### config.mk
export PLATFORM = sky130hd
export DESIGN_NAME = mem_bus_arbiter_flat
export DESIGN_NICKNAME = d
export VERILOG_FILES = /design/src/rtl/mem_bus_arbiter_if.sv /design/src/rtl/mem_bus_arbiter.sv /design/src/flat_wrapper.sv
export SDC_FILE = /design/constraint.sdc
export NUM_CORES = 1
export LEC_CHECK = 0
export ABC_CLOCK_PERIOD_IN_PS = 2050
export CORE_ASPECT_RATIO = 0.6
export CORE_UTILIZATION = 41
export DETAILED_ROUTE_END_ITERATION = 10
export GPL_TIMING_DRIVEN = 0
export PLACE_DENSITY = 0.76
export SETUP_SLACK_MARGIN = 0.1
export SYNTH_ARGS = -nofsm -noshare
export SYNTH_HDL_FRONTEND = slang
export SYNTH_SLANG_ARGS = --single-unit
export TNS_END_PERCENT = 10
### constraint.sdc
create_clock -name clk -period 2.05 [get_ports clk]
set_input_delay 0.3075 -clock clk [delete_from_list [all_inputs] [get_ports clk]]
set_output_delay 0.3075 -clock clk [all_outputs]
set_load 0.02 [all_outputs]
### src/rtl/mem_bus_arbiter_if.sv
// Two-master / one-slave memory bus bundle shared by the arbiter and its clients.
interface mem_bus_arbiter_if;
  localparam int unsigned DATA_W = 32;
  localparam int unsigned ERRC_W = 8;

  // master 0 (CPU core)
  logic              m0_read;
  logic              m0_write;
  logic [DATA_W-1:0] m0_addr;
  logic [DATA_W-1:0] m0_wdata;
  logic [DATA_W-1:0] m0_rdata;
  logic              m0_ack;
  logic              m0_err;

  // master 1 (DMA / debug)
  logic              m1_read;
  logic              m1_write;
  logic [DATA_W-1:0] m1_addr;
  logic [DATA_W-1:0] m1_wdata;
  logic [DATA_W-1:0] m1_rdata;
  logic              m1_ack;
  logic              m1_err;

  // shared memory side
  logic [DATA_W-1:0] mem_addr;
  logic [DATA_W-1:0] mem_wdata;
  logic              mem_read;
  logic              mem_write;
  logic [DATA_W-1:0] mem_rdata;
  logic              mem_ready;

  // status
  logic              busy;
  logic              grant;
  logic [ERRC_W-1:0] err_count;

  // arbiter view
  modport master (
    input  m0_read, m0_write, m0_addr, m0_wdata,
    output m0_rdata, m0_ack, m0_err,
    input  m1_read, m1_write, m1_addr, m1_wdata,
    output m1_rdata, m1_ack, m1_err,
    output mem_addr, mem_wdata, mem_read, mem_write,
    input  mem_rdata, mem_ready,
    output busy, grant, err_count
  );

  // client / memory view
  modport slave (
    output m0_read, m0_write, m0_addr, m0_wdata,
    input  m0_rdata, m0_ack, m0_err,
    output m1_read, m1_write, m1_addr, m1_wdata,
    input  m1_rdata, m1_ack, m1_err,
    input  mem_addr, mem_wdata, mem_read, mem_write,
    output mem_rdata, mem_ready,
    input  busy, grant, err_count
  );
endinterface

### src/rtl/mem_bus_arbiter.sv
// Round-robin two-master memory bus arbiter with per-access timeout and registered outputs.
module mem_bus_arbiter #(
  parameter int unsigned TIMEOUT = 16
) (
  input logic               clk,
  input logic               rst_n,
  mem_bus_arbiter_if.master bus
);
  localparam int unsigned DATA_W = 32;
  localparam int unsigned CNT_W  = 8;
  localparam int unsigned ERRC_W = 8;
  localparam bit               TO_EN    = (TIMEOUT != 0);
  localparam logic [CNT_W-1:0] CNT_LAST = CNT_W'((TIMEOUT == 0) ? 0 : TIMEOUT - 1);
  localparam logic [ERRC_W-1:0] ERRC_MAX = '1;

  typedef enum logic [1:0] {S_IDLE, S_ACCESS, S_RELEASE} state_t;

  state_t              state_q, state_d;
  logic                grant_q, grant_d;
  logic                last_q, last_d;
  logic                write_q, write_d;
  logic [CNT_W-1:0]    cnt_q, cnt_d;
  logic [DATA_W-1:0]   addr_q, addr_d;
  logic [DATA_W-1:0]   wdata_q, wdata_d;
  logic [DATA_W-1:0]   rdata0_q, rdata0_d;
  logic [DATA_W-1:0]   rdata1_q, rdata1_d;
  logic                ack0_q, ack0_d, ack1_q, ack1_d;
  logic                err0_q, err0_d, err1_q, err1_d;
  logic [ERRC_W-1:0]   errc_q, errc_d;
  logic                rd_q, rd_d, wr_q, wr_d;
  logic                busy_q, busy_d;

  logic                req0, req1, winner;
  logic [DATA_W-1:0]   ret_data;

  // Next-state and next-output computation; every registered output is decided here.
  always_comb begin
    state_d  = state_q;
    grant_d  = grant_q;
    last_d   = last_q;
    write_d  = write_q;
    cnt_d    = cnt_q;
    addr_d   = addr_q;
    wdata_d  = wdata_q;
    rdata0_d = rdata0_q;
    rdata1_d = rdata1_q;
    errc_d   = errc_q;
    ack0_d   = 1'b0;
    ack1_d   = 1'b0;
    err0_d   = 1'b0;
    err1_d   = 1'b0;
    rd_d     = 1'b0;
    wr_d     = 1'b0;
    busy_d   = 1'b0;

    req0     = bus.m0_read | bus.m0_write;
    req1     = bus.m1_read | bus.m1_write;
    // tie goes to the master not served last; otherwise the lone requester
    winner   = (req0 & req1) ? ~last_q : ~req0;
    ret_data = write_q ? '0 : bus.mem_rdata;

    case (state_q)
      S_IDLE: begin
        if (req0 | req1) begin
          state_d = S_ACCESS;
          grant_d = winner;
          last_d  = winner;
          write_d = winner ? bus.m1_write : bus.m0_write;
          addr_d  = winner ? bus.m1_addr  : bus.m0_addr;
          wdata_d = winner ? bus.m1_wdata : bus.m0_wdata;
          cnt_d   = '0;
          rd_d    = winner ? ~bus.m1_write : ~bus.m0_write;
          wr_d    = winner ?  bus.m1_write :  bus.m0_write;
          busy_d  = 1'b1;
        end
      end
      S_ACCESS: begin
        busy_d = 1'b1;
        if (bus.mem_ready) begin
          // completion beats a coincident timeout
          state_d = S_RELEASE;
          if (grant_q) begin
            rdata1_d = ret_data;
            ack1_d   = 1'b1;
          end else begin
            rdata0_d = ret_data;
            ack0_d   = 1'b1;
          end
        end else if (TO_EN && (cnt_q == CNT_LAST)) begin
          state_d = S_RELEASE;
          errc_d  = (errc_q == ERRC_MAX) ? errc_q : errc_q + 1'b1;
          if (grant_q) begin
            rdata1_d = '0;
            ack1_d   = 1'b1;
            err1_d   = 1'b1;
          end else begin
            rdata0_d = '0;
            ack0_d   = 1'b1;
            err0_d   = 1'b1;
          end
        end else begin
          cnt_d = cnt_q + 1'b1;
          rd_d  = ~write_q;
          wr_d  =  write_q;
        end
      end
      S_RELEASE: begin
        state_d = S_IDLE;
      end
      default: begin
        state_d = S_IDLE;
      end
    endcase
  end

  // State and output registers; reset drops any in-flight access without an ack.
  always_ff @(posedge clk or negedge rst_n) begin
    if (!rst_n) begin
      state_q  <= S_IDLE;
      grant_q  <= 1'b0;
      last_q   <= 1'b1;
      write_q  <= 1'b0;
      cnt_q    <= '0;
      addr_q   <= '0;
      wdata_q  <= '0;
      rdata0_q <= '0;
      rdata1_q <= '0;
      ack0_q   <= 1'b0;
      ack1_q   <= 1'b0;
      err0_q   <= 1'b0;
      err1_q   <= 1'b0;
      errc_q   <= '0;
      rd_q     <= 1'b0;
      wr_q     <= 1'b0;
      busy_q   <= 1'b0;
    end else begin
      state_q  <= state_d;
      grant_q  <= grant_d;
      last_q   <= last_d;
      write_q  <= write_d;
      cnt_q    <= cnt_d;
      addr_q   <= addr_d;
      wdata_q  <= wdata_d;
      rdata0_q <= rdata0_d;
      rdata1_q <= rdata1_d;
      ack0_q   <= ack0_d;
      ack1_q   <= ack1_d;
      err0_q   <= err0_d;
      err1_q   <= err1_d;
      errc_q   <= errc_d;
      rd_q     <= rd_d;
      wr_q     <= wr_d;
      busy_q   <= busy_d;
    end
  end

  assign bus.m0_rdata  = rdata0_q;
  assign bus.m0_ack    = ack0_q;
  assign bus.m0_err    = err0_q;
  assign bus.m1_rdata  = rdata1_q;
  assign bus.m1_ack    = ack1_q;
  assign bus.m1_err    = err1_q;
  assign bus.mem_addr  = addr_q;
  assign bus.mem_wdata = wdata_q;
  assign bus.mem_read  = rd_q;
  assign bus.mem_write = wr_q;
  assign bus.busy      = busy_q;
  assign bus.grant     = grant_q;
  assign bus.err_count = errc_q;
endmodule

### src/flat_wrapper.sv
// flat-port wrapper written by rule: the top's interface ports become plain ports
module mem_bus_arbiter_flat 
#(
  parameter int unsigned TIMEOUT = 16
)
  (clk, rst_n, bus_m0_read, bus_m0_write, bus_m0_addr, bus_m0_wdata, bus_m0_rdata, bus_m0_ack, bus_m0_err, bus_m1_read, bus_m1_write, bus_m1_addr, bus_m1_wdata, bus_m1_rdata, bus_m1_ack, bus_m1_err, bus_mem_addr, bus_mem_wdata, bus_mem_read, bus_mem_write, bus_mem_rdata, bus_mem_ready, bus_busy, bus_grant, bus_err_count);
  mem_bus_arbiter_if bus_i ();
  input logic clk;
  input logic rst_n;
  input wire logic [$bits(bus_i.m0_read)-1:0] bus_m0_read;
  input wire logic [$bits(bus_i.m0_write)-1:0] bus_m0_write;
  input wire logic [$bits(bus_i.m0_addr)-1:0] bus_m0_addr;
  input wire logic [$bits(bus_i.m0_wdata)-1:0] bus_m0_wdata;
  output wire logic [$bits(bus_i.m0_rdata)-1:0] bus_m0_rdata;
  output wire logic [$bits(bus_i.m0_ack)-1:0] bus_m0_ack;
  output wire logic [$bits(bus_i.m0_err)-1:0] bus_m0_err;
  input wire logic [$bits(bus_i.m1_read)-1:0] bus_m1_read;
  input wire logic [$bits(bus_i.m1_write)-1:0] bus_m1_write;
  input wire logic [$bits(bus_i.m1_addr)-1:0] bus_m1_addr;
  input wire logic [$bits(bus_i.m1_wdata)-1:0] bus_m1_wdata;
  output wire logic [$bits(bus_i.m1_rdata)-1:0] bus_m1_rdata;
  output wire logic [$bits(bus_i.m1_ack)-1:0] bus_m1_ack;
  output wire logic [$bits(bus_i.m1_err)-1:0] bus_m1_err;
  output wire logic [$bits(bus_i.mem_addr)-1:0] bus_mem_addr;
  output wire logic [$bits(bus_i.mem_wdata)-1:0] bus_mem_wdata;
  output wire logic [$bits(bus_i.mem_read)-1:0] bus_mem_read;
  output wire logic [$bits(bus_i.mem_write)-1:0] bus_mem_write;
  input wire logic [$bits(bus_i.mem_rdata)-1:0] bus_mem_rdata;
  input wire logic [$bits(bus_i.mem_ready)-1:0] bus_mem_ready;
  output wire logic [$bits(bus_i.busy)-1:0] bus_busy;
  output wire logic [$bits(bus_i.grant)-1:0] bus_grant;
  output wire logic [$bits(bus_i.err_count)-1:0] bus_err_count;
  assign bus_i.m0_read = bus_m0_read;
  assign bus_i.m0_write = bus_m0_write;
  assign bus_i.m0_addr = bus_m0_addr;
  assign bus_i.m0_wdata = bus_m0_wdata;
  assign bus_m0_rdata = bus_i.m0_rdata;
  assign bus_m0_ack = bus_i.m0_ack;
  assign bus_m0_err = bus_i.m0_err;
  assign bus_i.m1_read = bus_m1_read;
  assign bus_i.m1_write = bus_m1_write;
  assign bus_i.m1_addr = bus_m1_addr;
  assign bus_i.m1_wdata = bus_m1_wdata;
  assign bus_m1_rdata = bus_i.m1_rdata;
  assign bus_m1_ack = bus_i.m1_ack;
  assign bus_m1_err = bus_i.m1_err;
  assign bus_mem_addr = bus_i.mem_addr;
  assign bus_mem_wdata = bus_i.mem_wdata;
  assign bus_mem_read = bus_i.mem_read;
  assign bus_mem_write = bus_i.mem_write;
  assign bus_i.mem_rdata = bus_mem_rdata;
  assign bus_i.mem_ready = bus_mem_ready;
  assign bus_busy = bus_i.busy;
  assign bus_grant = bus_i.grant;
  assign bus_err_count = bus_i.err_count;
  mem_bus_arbiter #(.TIMEOUT(TIMEOUT)) u_core (.clk(clk), .rst_n(rst_n), .bus(bus_i));
endmodule
=== Word-level counts from Yosys, hierarchy flattened ===
Cells that the tools add are included.

* Add/subtract/negate cells: 2
* Eq/ne operators: 7
* Muxes and demuxes: 44
* Bitwise logic cells: 12
* Reduce and logical (&&, ||, !) cells: 9

{| class="wikitable"
|+ Operator list
! cell !! count
|-
| two-way mux 32 bit || 11
|-
| two-way mux 8 bit || 3
|-
| two-way mux 1 bit || 22
|-
| adder 8 x 1 -> 8 bit (second input constant) || 2
|-
| case mux 8 bit (2 select lines) || 1
|-
| equality test 8 x 4 -> 1 bit (second input constant) || 1
|-
| equality test 8 bit (second input constant) || 1
|-
| NOT 1 bit || 8
|-
| AND reduction 4 bit || 2
|-
| two-way mux 2 bit || 3
|-
| case mux 1 bit (2 select lines) || 3
|-
| AND reduction 3 bit || 2
|-
| != test 2 bit (second input constant) || 2
|-
| case mux 2 bit (2 select lines) || 1
|-
| AND reduction 2 bit || 2
|-
| nonzero test 2 bit || 2
|-
| != test 3 x 2 -> 1 bit (second input constant) || 1
|-
| OR 1 bit || 3
|-
| equality test 2 x 1 -> 1 bit (second input constant) || 1
|-
| zero test 2 bit || 1
|-
| != test 2 x 1 -> 1 bit (second input constant) || 1
|-
| AND 1 bit || 1
|}

* Flip-flop bits (word level): 156
* Bits of input ports: 167
* Output and inout bits: 144
* Logic and storage cells: 91

=== Longest topological paths before layout ===
Gate-level depths: netlist of run 1.

* Word-level depth: 6
* Mapped depth: 7

=== Worst setup path before layout of run 1 ===
Ideal clock, no wire load.

* Path kind: register to register
* Start point: register u_core.cnt_q[5]
* End point: register u_core.errc_q[6], in the netlist u_core.bus.err_count[6]
* Setup time: 125 ps
* Arrival: 1722 ps
* Setup slack: 203 ps
* Cell stages (with the launch flop): 5
* Clock period less this slack: 1847 ps
* Path through: dfrtp_1 or4_4 nor4_4 nand3_2 mux2_4

* Word-level cells in the longest chain between the ends: 2

{| class="wikitable"
|+ RTL lines
! element !! RTL line !! source
|-
| start: declaration || mem_bus_arbiter.sv:22 || <nowiki>logic [CNT_W-1:0] cnt_q, cnt_d;</nowiki>
|-
| start signal: assignment || mem_bus_arbiter.sv:141 || <nowiki>cnt_q <= cnt_d;</nowiki>
|-
| equality test 8 x 4 -> 1 bit || mem_bus_arbiter.sv:89 || <nowiki>end else if (TO_EN && (cnt_q == CNT_LAST)) begin</nowiki>
|-
| AND reduction 4 bit (no source line) || n/a ||
|-
| end signal: assignment || mem_bus_arbiter.sv:150 || <nowiki>errc_q <= errc_d;</nowiki>
|-
| end: declaration || mem_bus_arbiter.sv:29 || <nowiki>logic [ERRC_W-1:0] errc_q, errc_d;</nowiki>
|}

Every way passes these cells.
A chain may end at the register's enable or synchronous reset.

=== Worst setup path in the final report of run 1 ===
* Start point: register u_core.cnt_q[5]
* End point: register u_core.rdata0_q[7], in the netlist u_core.bus.m0_rdata[7]

* Word-level cells in the longest chain between the ends: 3

{| class="wikitable"
|+ RTL lines
! element !! RTL line !! source
|-
| equality test 8 x 4 -> 1 bit || mem_bus_arbiter.sv:89 ||
|-
| nonzero test 2 bit (no source line) || n/a ||
|-
| AND reduction 3 bit (no source line) || n/a ||
|-
| end signal: assignment || mem_bus_arbiter.sv:144 || <nowiki>rdata0_q <= rdata0_d;</nowiki>
|-
| end: declaration || mem_bus_arbiter.sv:25 || <nowiki>logic [DATA_W-1:0] rdata0_q, rdata0_d;</nowiki>
|}

Every way passes these cells.

==> reports/summary.md, run 1 <==
The flow ran to the end, and the final reports show no timing, DRC or antenna violations. The proportion of power drawn by the clock network is 0.216, and the placer's final routability congestion estimate is 0.841. The leakage power was 4.63 nW; the synthesis warning total was 0. Setup violations remaining at the end of the flow were counted as 0. Dividing the detail-routed via count by the number of cells gives 5.40.

After the first detailed-routing iteration, the DRC count stood at 367. The longest clock path from root to sink contains 2 buffers. The dominant synthesized flop cell was sky130_fd_sc_hd__dfrtp_1.

The share of power burned in combinational logic was 0.471. At the worst endpoint, the arrival time is 2.22 ns. The worst setup path is captured at a flop.

The synthesized netlist occupies a cell area of 6520 um2. The ratio of final minimum period to clock period was 0.935; the number of antenna violations at the first check in global routing was 0. From left edge to right edge, the die measures 165 um.

The total wire length was 20.8 mm; the row count was 35. The maximum net fanout on the critical path works out to 10. The logs give 6.27 mW for the reported net switching power and 0 for the final routed DRC violation total.

The synthesized netlist contains 44 unique library cells. Once placement finished, the instance area stood at 9910 um2. For the total number of vias, the log shows 5928.

Switching share of power: 0.387. The worst relative slew slack is 0.464, and the mean post-synth cell area is 11.9 um2. The run gives 0.691 as the utilization of the core after routing.

The run gives 0.313 as the portion of total power attributed to sequential cells. For the pin with the worst max-slew slack, the measured transition is 0.803 ns. The number of synthesized register bits is 156, and the number of sinks on the clock net is 156.

The via count of the first global-routing pass came out at 5964. For this run, the top clock speed supported by timing is 522 MHz. The signed area change from the synthesized netlist to the final layout was 63.7%; the post-route antenna net violation count was 0. Fraction of layout instances using a drive strength above 1: 0.0917.

The finished cells cover 10700 um2. After filler insertion, the fill cell instance count of the layout stands at 1130. Yosys mapped a number of flops with a built-in enable equal to 0. TritonCTS built the clock tree.

Excluding fillers, the count of instances in the completed layout stands at 1097. The count of buffer and inverter cells on the critical path works out to 1. The signal on the critical path passes through or4_4 -> nor2_4 -> o21ai_2 -> buf_4 -> a32o_1. Synthesis produced a netlist with a net count of 718.

Input and output buffers added on the ports amount to 310. Subtracting the final worst setup slack from the clock period gives 1.92 ns. The tools report the final setup TNS as 0 ns. Synthesis produced a netlist whose cell count is 549. The cell family contributing the most delay on the critical path was simple AND/OR/NAND/NOR gates. Global routing finished with a remaining overflow of 0. Critical-path cell with the highest stage delay: sky130_fd_sc_hd__or4_4.

The number of max-cap violations was 0. The first TritonRoute pass finished after 5 iterations. The first global-routing pass estimated 32.3 mm of wire. The internal cell power was 9.93 mW; the area of the die was 16400 um2. In this run, CTS created clock tree buffers numbering 17.

For this design the top-level I/O count stands at 311. Entering global routing, the biggest net connects 89 pins. The type of the most critical hold path is flop to flop. Once placement completed, the tool counted placed cells totaling 1063. The worst register-to-register path has a setup slack of 0.13 ns. The sequential fraction of the synthesis area was 0.599. The worst setup path is of the flop to flop kind.

The tools report the H-tree depth as 4. Clock latency on the worst-skew pair, taken at its later pin, is 0.42 ns. Clock-pin slew was measured on the worst setup and hold paths at 0.07 ns. Summed over all nets, the half-perimeter wirelength after detailed placement is 15.7 mm. The number of cells on the worst reg-to-reg path is 5.

After the last flow step, the layout net total stands at 1050. The critical path crosses 5 cells after its start point. The run gives 0.258 as the total routing resource utilization after global routing. The wire length per cell after detailed routing is 19.0 um, and the delay of the slowest critical-path stage is 0.60 ns.

The worst supply voltage drop on vdd came out at 805 uV. The placeable core region is 15500 um2. In this run the vertical extent of the chip is 99.7 um. The worst hold path passes through 2 cells. The tools report the type of element launching the critical path as a flop.

The initial core utilization is 0.422, and the count of final max-slew check failures is 0. The tools report the buffer type at the clock tree root as sky130_fd_sc_hd__clkbuf_16. Setup repair after global routing could not meet its margin everywhere.

In this run the power density over the cells is 1520 nW/um2. Share of synthesized registers carrying an async set or reset: 1.00. STA puts the critical path data required time at 2.35 ns. The logs give 0.0159 ns for the final setup skew and 0 for the final hold violation count.

For the total inserted antenna cells, the log shows 0.
-- placed cells by master, fill, tap and decap left out, types with 5 or more instances in the layout --
cell and instances:
sky130_fd_sc_hd__nor2_1 17, sky130_fd_sc_hd__nand2_1 69, sky130_fd_sc_hd__xor2_1 5, sky130_fd_sc_hd__a21oi_1 7
sky130_fd_sc_hd__buf_4 9, sky130_fd_sc_hd__inv_6 5, sky130_fd_sc_hd__clkbuf_2 13, sky130_fd_sc_hd__a32o_1 64
sky130_fd_sc_hd__clkbuf_1 9, sky130_fd_sc_hd__clkbuf_16 17, sky130_fd_sc_hd__mux2i_1 63, sky130_fd_sc_hd__nand3_1 6
sky130_fd_sc_hd__o21ai_0 67, sky130_fd_sc_hd__inv_1 6, sky130_fd_sc_hd__dfrtp_1 154, sky130_fd_sc_hd__clkdlybuf4s50_1 309
-- cell usage after synthesis (2+ instances only) --
cell type	instances	area share
sky130_fd_sc_hd__dfrtp_1	155	0.59
sky130_fd_sc_hd__nand2_1	69	0.040
sky130_fd_sc_hd__o21ai_0	68	0.052
sky130_fd_sc_hd__a32o_1	64	0.098
sky130_fd_sc_hd__mux2i_1	64	0.098
sky130_fd_sc_hd__clkbuf_1	21	0.012
sky130_fd_sc_hd__nor2_1	18	0.010
sky130_fd_sc_hd__buf_2	17	0.013
sky130_fd_sc_hd__nand3_1	8	0.0061
sky130_fd_sc_hd__a21oi_1	7	0.0054
sky130_fd_sc_hd__inv_1	6	0.0035
sky130_fd_sc_hd__nor4_1	5	0.0048
sky130_fd_sc_hd__xor2_1	5	0.0067
sky130_fd_sc_hd__buf_1	3	0.0017
sky130_fd_sc_hd__nand4_1	3	0.0029
sky130_fd_sc_hd__nor3_1	3	0.0023
sky130_fd_sc_hd__a21o_1	2	0.0023
sky130_fd_sc_hd__ha_1	2	0.0038
sky130_fd_sc_hd__o21ai_2	2	0.0027
sky130_fd_sc_hd__o22ai_1	2	0.0019
sky130_fd_sc_hd__xnor2_1	2	0.0027
-- state kept, by name (all words and copies together), names as in the netlist, 2 cells and up --
signal / flops
u_core.bus.mem_wdata: 32
u_core.cnt_q: 8
u_core.bus.mem_addr: 32
u_core.bus.m0_rdata: 32
u_core.bus.m1_rdata: 32
u_core.bus.err_count: 8
u_core.state_q: 2
-- worst min-delay path: stages, from the launching register on --
cell	delay, ns
sky130_fd_sc_hd__dfrtp_1	0.34
sky130_fd_sc_hd__nand2_1	0.04
sky130_fd_sc_hd__o21ai_0	0.06
-- through the flow --
step	hold slack (ns)	setup WS [ns]	total power, mW
after floorplan	0.0119	0.203	8.80
after global placement	0.465	-5.29	12.4
after detailed placement	0.430	-0.614	12.6
after CTS	0.484	0.0428	16.2
after global routing	0.506	0.0802	17.0
final	0.477	0.134	16.2
-- power by group through the flow --
stage	logic, mW	clock network (mW)	registers (mW)
final	7.64	3.49	5.07
after global routing	8.15	3.67	5.21
after CTS	7.60	3.53	5.05
after detailed placement	7.55	0	5.08
after global placement	7.37	0	5.03
after floorplan	2.36	0	6.44
-- per-layer routing --
layer  wire, um  GRT usage  vias up  part of all wire
met5          0          0        -                 0
met3       1560     0.0613       32             0.075
met2       9960      0.416      242              0.48
li1           -          -     2701                 -
met4        377     0.0854        0             0.018
met1       8900      0.345     2953              0.43
-- kinds of logic (layout without fill, tap and decap cells) --
group                    Yosys count  in the layout  share of synthesized area
AO/OA/AOI/OAI                    151            151                      0.170
XOR/XNOR                           7              7                    0.00940
adder cells (fa/ha/maj)            2              2                    0.00384
buffers and inverters             48            393                     0.0311
flip-flops                       156            156                      0.599
multiplexers                      66             66                      0.102
AND/OR/NAND/NOR                  119            119                     0.0850
-- layout make-up --
class	instances	area, um2	share of cell area
Buffer	42	244	0.0229
Sequential cell	156	3910	0.366
Clock inverter	15	221	0.0207
Clock buffer	17	425	0.0399
Tap cell	203	254	0.0238
Inverter	6	22.5	0.00211
Timing Repair Buffer	313	3150	0.295
Multi-Input combinational cell	345	2450	0.230
-- worst paths after layout --
kind / from / end
worst max register to register: u_core.cnt_q[5] / u_core.bus.m0_rdata[7]
worst min-delay path: u_core.bus.mem_wdata[22] / u_core.bus.mem_wdata[22]
max in group asynchronous: rst_n / u_core.bus.m1_rdata[9]
min in group asynchronous: rst_n / u_core.bus.m1_rdata[25]
worst max-delay path: u_core.cnt_q[5] / u_core.bus.m0_rdata[7]
worst min register to register: u_core.bus.mem_wdata[22] / u_core.bus.mem_wdata[22]
-- timing repair --
item                       4_1_cts  5_1_grt
hold buffers                     1        0
pin swaps                        0        2
hold endpoints to repair        55        0
setup endpoints to repair      123      130
gates cloned                     0        0
resized for setup                7       51
setup buffers                    0        1
(Power assumes the default switching activity.)
==> run 2: changes to the inputs <==
--- a/config.mk
+++ b/config.mk
@@ -5,13 +5,14 @@
 export SDC_FILE = /design/constraint.sdc
 export NUM_CORES = 1
 export LEC_CHECK = 0
-export ABC_CLOCK_PERIOD_IN_PS = 2050
+export ABC_CLOCK_PERIOD_IN_PS = 1600
 export CORE_ASPECT_RATIO = 0.6
-export CORE_UTILIZATION = 41
+export CORE_UTILIZATION = 37
 export DETAILED_ROUTE_END_ITERATION = 10
 export GPL_TIMING_DRIVEN = 0
-export PLACE_DENSITY = 0.76
+export PLACE_DENSITY = 0.73
 export SETUP_SLACK_MARGIN = 0.1
+export SKIP_LAST_GASP = 1
 export SYNTH_ARGS = -nofsm -noshare
 export SYNTH_HDL_FRONTEND = slang
 export SYNTH_SLANG_ARGS = --single-unit
==> constraint.sdc (replaced) <==
create_clock -name clk -period 1.6 [get_ports clk]
set_input_delay 0.24 -clock clk [delete_from_list [all_inputs] [get_ports clk]]
set_output_delay 0.24 -clock clk [all_outputs]
set_load 0.02 [all_outputs]
==> reports/summary.md, run 2 (same netlist as run 1, synthesis figures left out) <==
The flow ran to the end, but the final reports show violations. The checks that failed: setup timing. Adding up every negative setup slack in the final design gives -27.70 ns. Clock tree synthesis inserted a total of 17 buffers.

Met1 usage in global routing: 0.323. The number of gates on the worst path with buffers counted is 5, and the global routing usage on met3 is 0.0695. The worst-margin pin slew was 0.750 ns.

In this run the standard cell core region covers 17200 um2. Static timing analysis puts the maximum clock frequency at 540 MHz. After the last flow step, the layout net total stands at 1056.

After detailed routing, the average wire length per cell comes to 18.1 um. In this run the static leakage power is 4.65 nW. TritonCTS built the clock tree.

Of all nets on the critical path, the largest fanout is 10. The run gives 5935 as the via count of the first global-routing pass. The wire-length estimate of the detail-placed layout is 15.1 mm. The cell sitting at the root of the clock tree is a sky130_fd_sc_hd__clkbuf_16. For the global-route wire length before repair, the log shows 32.8 mm.

The tools report the worst relative slew slack as 0.496. The count of buffer and inverter cells on the critical path is 1. From left edge to right edge, the die measures 173 um. The number of buffer cells added on primary ports was 310.

Leaving out fill and tap cells, the most frequent cell in the layout is sky130_fd_sc_hd__clkdlybuf4s50_1. At the placement stage, the worst setup path has a slack of -0.757 ns. The maximum number of pins on one net before global-route repair is 80. The share of power burned in combinational logic was 0.484. The type of the most critical hold path was input port to flop.

The placer's final routability congestion estimate came out at 0.828. Traced cell by cell, the critical path runs through or4_4 -> nor2_4 -> o21ai_4 -> buf_6 -> a32o_1. The detail route stage leaves a number of antenna-violating nets equal to 0. The worst hold path was traced through 3 stages.

The tools report the final setup skew as 0.0113 ns. No sink is reached through more buffers than the 2 on the longest clock path. The portion of total power attributed to sequential cells was 0.317; the count of final max-slew check failures was 0.

On the worst path, the slowest cell contributes a delay of 0.57 ns. The tools report the detailed-router iteration count before antenna repair as 5. STA classifies the critical path endpoint as a flop. After floorplanning, the core was divided into 37 placement rows.

The total routing resource utilization after global routing was 0.231. The tools report the final routed DRC violation total as 0. The run gives -0.251 ns as the worst setup margin. After layout, the minimum clock period comes to 1.85 ns. For the worst setup path, the data arrival time is 2.15 ns.

The logs give 0.289 ns for the minimum hold slack and 0 for the number of antenna violations at the first check in global routing. The repair_antennas step left the layout with diodes totalling 0. For the reported net switching power, the log shows 7.95 mW.

After detailed placement, the design holds a cell count of 1094. For the worst-skew pair, the clock arrives at the later sink with an insertion delay of 0.42 ns. The signed area change from the synthesized netlist to the final layout is 64.6%. The worst setup path is launched from a flop.

The ratio of final minimum period to clock period is 1.16, and the area of the die is 18200 um2. The logs give 274 for the number of failing setup endpoints in the final timing report and 156 for the number of sinks on the clock net. The logs give 0 for the aggregate global routing overflow and 5810 for the total number of vias. For this design the ratio of total power to cell area is 1890 nW/um2. With fillers left out, the area of the finished cells amounts to 10700 um2. The fraction of layout instances using a drive strength above 1 works out to 0.107. The initial core utilization is 0.380, and the flop-to-flop setup slack is -0.25 ns. The die is 105 um tall. After the first detailed-routing iteration, the DRC count stood at 426.

The cell family contributing the most delay on the critical path is simple AND/OR/NAND/NOR gates. The met2 track demand over resource was 0.351; the final hold violation count was 0. For the number of top-level pins, the log shows 311. The proportion of power drawn by the clock network was 0.199. Data on the critical path is required at its endpoint by 1.90 ns. The worst supply voltage drop on vdd was 920 uV. The clock tree synthesis step divided the H-tree into 4 levels. The internal cell power was 12.3 mW; the clock transition time at the flip-flop clock pins of the worst setup and hold paths was 0.06 ns. Measured in cells, the most critical reg-to-reg path has a length of 5.

The critical path is of the flop to flop type. Summing all placed instances gives a cell area of 9960 um2. Across the run, the number of max-cap violations was 0. After filler insertion, the fill cell instance count of the layout stands at 1381.

The top cell types in the final layout, fill and taps aside, are sky130_fd_sc_hd__clkdlybuf4s50_1, sky130_fd_sc_hd__dfrtp_1, sky130_fd_sc_hd__nand2_1. The switching share of power was 0.392. On the critical path, the stage with the largest delay is an instance of sky130_fd_sc_hd__or4_4.

met2 is the most crowded layer. Setup repair after global routing could not meet its margin everywhere. The non-filler instance count after layout is 1134. Using the TritonRoute via totals, the vias-per-cell ratio works out to 5.12.

The run gives 20.6 mm as the total wire length.
## run 2: metrics by stage
stage                      util  power (mW)
after detailed placement  0.580        16.1
after CTS                 0.622        20.3
final                     0.625        20.3
after floorplan               -        11.3
after global routing      0.625        21.4
after global placement    0.578        16.0
## run 2: worst paths after layout
kind                                           end                    from
hold / removal                   u_core.state_q[1]           bus_mem_ready
hold reg to reg             u_core.bus.mem_addr[8]  u_core.bus.mem_addr[8]
setup reg to reg            u_core.bus.m1_rdata[9]         u_core.cnt_q[7]
min in group asynchronous  u_core.bus.err_count[7]                   rst_n
max in group asynchronous  u_core.bus.mem_addr[18]                   rst_n
setup / recovery            u_core.bus.m1_rdata[9]         u_core.cnt_q[7]
## run 2: layout make-up
class                      count  area [um2]  area share
sequential                   156        3910       0.364
timing repair buffer         319        3200       0.298
multi-input combinational    345        2480       0.231
clock buffer                  18         439      0.0409
tap                          234         293      0.0273
buffer                        42         254      0.0237
clock inverter                14         148      0.0137
inverter                       6        22.5     0.00210
## run 2: routing by layer
layer,routed length (um),share of wire
met4,183,0.0089
met3,1620,0.079
met1,9460,0.46
met5,0,0
met2,9300,0.45
## run 2: timing repair
action                     CTS  global route
gates cloned                 1             0
pin swaps                    3             2
hold buffers                 1             0
hold endpoints to repair    76             0
setup endpoints to repair  295           299
gates resized for setup     21            41
setup buffers                6             0
## run 2: worst register-to-register path, stage by stage (launching register included)
cell and delay (ns):
sky130_fd_sc_hd__dfrtp_2 0.44, sky130_fd_sc_hd__or4_4 0.57, sky130_fd_sc_hd__nor2_4 0.20, sky130_fd_sc_hd__o21ai_4 0.13, sky130_fd_sc_hd__buf_6 0.19, sky130_fd_sc_hd__a32o_1 0.21
## run 2: power groups by stage
stage	Combinational, mW	Clock [mW]	Sequential [mW]
3_3_place_gp	9.60	0	6.42
6_report	9.81	4.02	6.43
2_1_floorplan	3.04	0	8.25
5_1_grt	10.5	4.26	6.63
3_5_place_dp	9.65	0	6.47
4_1_cts	9.79	4.11	6.43
